===== src/rtl/fabric_config_pkg.sv =====
// Shared constants and types for the fabric configuration loader.
// The sync word is only consulted when FABRIC_CONFIG_SYNC_EN is defined.
package fabric_config_pkg;

  localparam int unsigned WordW = 32;
  localparam logic [WordW-1:0] SYNC_WORD = 32'hFAB0_FAB1;

  typedef enum logic [1:0] {
    ST_IDLE = 2'd0,
    ST_LOAD = 2'd1,
    ST_DONE = 2'd2
  } state_e;

  // Counter width for a range of n values, never narrower than one bit.
  function automatic int unsigned cnt_w(input int unsigned n);
    return (n > 1) ? $clog2(n) : 1;
  endfunction

endpackage


===== src/rtl/fabric_config.sv =====
// Bitstream loader: streams 32-bit words into per-row frame data and pulses one frame strobe per frame.
// Optional FABRIC_CONFIG_SYNC_EN: require SYNC_WORD before loading and allow restart from DONE.
module fabric_config
  import fabric_config_pkg::*;
#(
  parameter int unsigned FrameBitsPerRow = 32,
  parameter int unsigned MaxFramesPerCol = 20,
  parameter int unsigned NumColumns      = 6,
  parameter int unsigned NumRows         = 10
) (
  input  logic                                  clk_i,
  input  logic                                  rst_i,
  input  logic [WordW-1:0]                      bitstream_data_i,
  input  logic                                  bitstream_valid_i,
  output logic                                  busy_o,
  output logic                                  configured_o,
  output logic [FrameBitsPerRow*NumRows-1:0]    FrameData_o,
  output logic [MaxFramesPerCol*NumColumns-1:0] FrameStrobe_o
);

  localparam int unsigned RowW    = cnt_w(NumRows);
  localparam int unsigned FrmW    = cnt_w(MaxFramesPerCol);
  localparam int unsigned ColW    = cnt_w(NumColumns);
  localparam int unsigned DataW   = FrameBitsPerRow * NumRows;
  localparam int unsigned StbW    = MaxFramesPerCol * NumColumns;
  localparam int unsigned StbIdxW = cnt_w(StbW);

  localparam logic [RowW-1:0] LastRow = RowW'(NumRows - 1);
  localparam logic [FrmW-1:0] LastFrm = FrmW'(MaxFramesPerCol - 1);
  localparam logic [ColW-1:0] LastCol = ColW'(NumColumns - 1);

  if (FrameBitsPerRow != WordW) begin : g_width_check
    $error("fabric_config: FrameBitsPerRow must be 32");
  end

  state_e            state_q, state_d;
  logic [RowW-1:0]   row_q, row_d;
  logic [FrmW-1:0]   frame_q, frame_d;
  logic [ColW-1:0]   col_q, col_d;
  logic              busy_q, busy_d;
  logic              configured_q, configured_d;
  logic [DataW-1:0]  data_q, data_d;
  logic [StbW-1:0]   strobe_q, strobe_d;
  logic              take_word_c;
  logic [StbIdxW-1:0] strobe_idx_c;

  assign strobe_idx_c = StbIdxW'(col_q) * StbIdxW'(MaxFramesPerCol) + StbIdxW'(frame_q);

  // Next-state: sync handling per state, then the shared data-word path.
  always_comb begin
    state_d      = state_q;
    row_d        = row_q;
    frame_d      = frame_q;
    col_d        = col_q;
    busy_d       = busy_q;
    configured_d = configured_q;
    data_d       = data_q;
    strobe_d     = '0;
    take_word_c  = 1'b0;

    if (bitstream_valid_i) begin
      case (state_q)
        ST_IDLE: begin
`ifdef FABRIC_CONFIG_SYNC_EN
          if (bitstream_data_i == SYNC_WORD) begin
            state_d = ST_LOAD;
            row_d   = '0;
            frame_d = '0;
            col_d   = '0;
            busy_d  = 1'b1;
          end
`else
          // Counters are already zero here: IDLE is only reachable through reset.
          state_d     = ST_LOAD;
          busy_d      = 1'b1;
          take_word_c = 1'b1;
`endif
        end
        ST_LOAD: take_word_c = 1'b1;
        ST_DONE: begin
`ifdef FABRIC_CONFIG_SYNC_EN
          if (bitstream_data_i == SYNC_WORD) begin
            state_d      = ST_LOAD;
            row_d        = '0;
            frame_d      = '0;
            col_d        = '0;
            busy_d       = 1'b1;
            configured_d = 1'b0;
          end
`endif
        end
        default: state_d = ST_IDLE;
      endcase
    end

    if (take_word_c) begin
      for (int unsigned r = 0; r < NumRows; r++) begin
        if (row_q == RowW'(r)) data_d[r*FrameBitsPerRow +: FrameBitsPerRow] = bitstream_data_i;
      end
      if (row_q == LastRow) begin
        row_d    = '0;
        strobe_d = StbW'(1) << strobe_idx_c;
        if (frame_q == LastFrm) begin
          frame_d = '0;
          if (col_q == LastCol) begin
            col_d        = '0;
            state_d      = ST_DONE;
            busy_d       = 1'b0;
            configured_d = 1'b1;
          end else begin
            col_d = col_q + ColW'(1);
          end
        end else begin
          frame_d = frame_q + FrmW'(1);
        end
      end else begin
        row_d = row_q + RowW'(1);
      end
    end
  end

  always_ff @(posedge clk_i or posedge rst_i) begin
    if (rst_i) begin
      state_q      <= ST_IDLE;
      row_q        <= '0;
      frame_q      <= '0;
      col_q        <= '0;
      busy_q       <= 1'b0;
      configured_q <= 1'b0;
      data_q       <= '0;
      strobe_q     <= '0;
    end else begin
      state_q      <= state_d;
      row_q        <= row_d;
      frame_q      <= frame_d;
      col_q        <= col_d;
      busy_q       <= busy_d;
      configured_q <= configured_d;
      data_q       <= data_d;
      strobe_q     <= strobe_d;
    end
  end

  assign busy_o        = busy_q;
  assign configured_o  = configured_q;
  assign FrameData_o   = data_q;
  assign FrameStrobe_o = strobe_q;

endmodule


===== config.mk =====
export PLATFORM = sky130hd
export DESIGN_NAME = fabric_config
export DESIGN_NICKNAME = d
export VERILOG_FILES = /design/src/rtl/fabric_config_pkg.sv /design/src/rtl/fabric_config.sv
export SDC_FILE = /design/constraint.sdc
export NUM_CORES = 1
export LEC_CHECK = 0
export ABC_AREA = 1
export CORE_ASPECT_RATIO = 0.6
export CORE_MARGIN = 8
export CORE_UTILIZATION = 30
export CTS_CLUSTER_DIAMETER = 40
export CTS_CLUSTER_SIZE = 8
export DETAILED_ROUTE_END_ITERATION = 10
export GPL_TIMING_DRIVEN = 0
export SLEW_MARGIN = 15
export SYNTH_ARGS = -nofsm -noshare
export SYNTH_HDL_FRONTEND = slang
export SYNTH_SLANG_ARGS = --single-unit

===== constraint.sdc =====
create_clock -name clk_i -period 31.3 [get_ports clk_i]
set_input_delay 6.26 -clock clk_i [delete_from_list [all_inputs] [get_ports clk_i]]
set_output_delay 6.26 -clock clk_i [all_outputs]
set_load 0.02 [all_outputs]

==> reports/results.tsv <==
metric	value	unit
initial_utilization	30.4	%
cp.required	31.78	ns
area_growth	47.1	%
grt_max_degree	118	
remaining_drc_errors	0	
grt_usage	19.4	%
dpl.hpwl	46.4	mm
syn_area_per_cell	10.5	sq um
clock_sinks	456	
fmax	0.126	GHz
clk_pin_slew_worst_paths	0.05	ns
cts_hold_buf	0	
root_buffer	clkbuf_16	
ant_nets	0	
ys_warn_count	0	
grt_pass1_vias	14000	
final_common_cell	clkdlybuf4s50_1	
htree_levels	3	
clockBufferDepth	3	
cts_buffers	71	
outcome	finished clean	
worstPathArrival	8.42	ns
die_y	198	um
wl_per_cell	21.9	um
synth_top_area_cell	dfrtp_1	
leakage	10.9	nW
start_kind	input pin	
timing.setup.tns	0	ns
port_buffers	476	
min_period	7.94	ns
critPathCaptureType	flop	
crit_path_max_fanout	11	
clock_latency	0.57	ns
core	0.0543	sq mm
busiest_layer	met2	
seq_area	0.0114	sq mm
gr-usage-met1	26.6	%
fp-row-count	66	
finalHoldViolations	0	
multi_input_area	0.00442	sq mm
layout-drive-gt1-share	8.34	%
cts_resized	0	
setup_viol	0	
synthesis.nets	1619	
post-cts-setup-buffers	0	
synth-seq-cells	456	
avgViaCountPerCell	4.75	
synth_area	0.0165	sq mm
grt_pass1_wl	93.2	mm
worstSetupPathType	input pin to flop	
routed-via-count	13600	
use_met2	30.6	%
mostFrequentLayoutCells	clkdlybuf4s50_1, dfrtp_1, nand2_1	
slew_violations	0	
final_area	0.0243	sq mm
post_dp_cell_area	0.0223	sq mm
synth-seq-area-share	69.1	%
finalCritPeriodShare	25.4	%
ys_types	31	
die-width	319	um
finalPower	2.56	mW
wl	62.7	mm
netlist.area_leader.share	69.1	%
grt_overflow	0	
drt_iter0_markers	1289	
powerDensity	105	mW/mm^2
use_met3	5.20	%
dr.pass1.iters	5	
finClkSkew	0.0310	ns
cap_violations	0	
worst_pin_slew	0.922	ns
place.gp.congestion	0.918	
rsz0062_at_grt	false	
min_path_type	flop to flop	
die-area	0.0631	sq mm
ir_drop	0.0000466	V
n_fill_cell	5093	
yosys-top-cells-area	dfrtp_1, nand2_1, o21ai_0	
io_pins	477	
max_slew_margin	38.5	%
cts_tree	built	
netlist_instances	1573	
antenna_found_initial	2	
nets	2172	
## registers in the layout, indices dropped and copies added, names as in the netlist
| signal | cells |
|---|---|
| FrameData_o | 320 |
| FrameStrobe_o | 120 |
| busy_o | 1 |
| col_q | 3 |
| configured_o | 1 |
| frame_q | 5 |
| row_q | 4 |
| state_q | 2 |
## final timing paths
check | from | cells after the start | to | slack [ns]
worst max-delay path | bitstream_valid_i | 7 | FrameData_o[128] | 23.36
worst max register to register | col_q[0] | 8 | FrameStrobe_o[16] | 28.73
worst min-delay path | FrameData_o[171] | 2 | FrameData_o[171] | 0.48
worst min register to register | FrameData_o[171] | 2 | FrameData_o[171] | 0.48
max in group asynchronous | rst_i | 4 | FrameData_o[254] | 23.90
min in group asynchronous | rst_i | 2 | FrameStrobe_o[93] | 6.07
## through the flow
| step | util [%] | setup WS, ns | hold slack [ns] | instances |
|---|---|---|---|---|
| after global placement | 40.9 | 7.51 | 0.453 | 2763 |
| after floorplan | - | 12.33 | 0.450 | 1573 |
| after global routing | 44.8 | 23.27 | 0.503 | 2860 |
| after CTS | 44.8 | 23.38 | 0.485 | 2860 |
| after detailed placement | 41.1 | 22.80 | 0.472 | 2767 |
| final | 44.8 | 23.36 | 0.479 | 2861 |
## critical path, cell delays in order
cell and delay (ns):
clkdlybuf4s50_1 0.49, nand2_4 0.24, inv_1 0.11, nand3_2 0.33, clkbuf_1 0.74, nand2_1 0.10
o21ai_0 0.11
## cells in the mapped netlist, drive strengths merged
cell,number
a21oi,2
fa,1
o21ai,328
o21bai,1
nor2,160
xor2,6
nand2,429
inv,58
ha,10
nand4,3
nand3b,1
nand3,27
dfrtp,456
xnor2,3
clkbuf,35
nor3,2
nor3b,1
buf,50
## cells by family (layout without fill, tap and decap cells)
kind of cell	after synthesis	after routing	share of synthesized area [%]
adders and majority gates	11	11	0.879
DFF	456	456	69.1
buffers and inverters	143	716	4.15
xor gates and xnor gates	9	9	0.477
and+or+nand+nor	623	623	15.4
AOI/OAI and AO/OA	331	331	10.0
other	0	1	0
## power by group
group          switching, mW  internal [mW]
clock network          0.264          0.423
logic                  0.558          0.411
registers              0.121          0.782
## final cells by class
cell class | count | area share (%)
inverter | 58 | 0.927
timing repair buffer | 480 | 20.1
multi-input combinational | 974 | 18.2
buffer | 85 | 1.93
antenna | 1 | 0.0103
clock buffer | 82 | 7.74
sequential | 456 | 47.0
clock inverter | 11 | 0.515
tap | 714 | 3.68
## routing by layer
layer	share of wire [%]	vias to the layer above
li1	-	6163
met1	45	6852
met2	46	481
met3	6.9	87
met4	1.9	0
met5	0	-
Power figures use the tool's default switching activity.
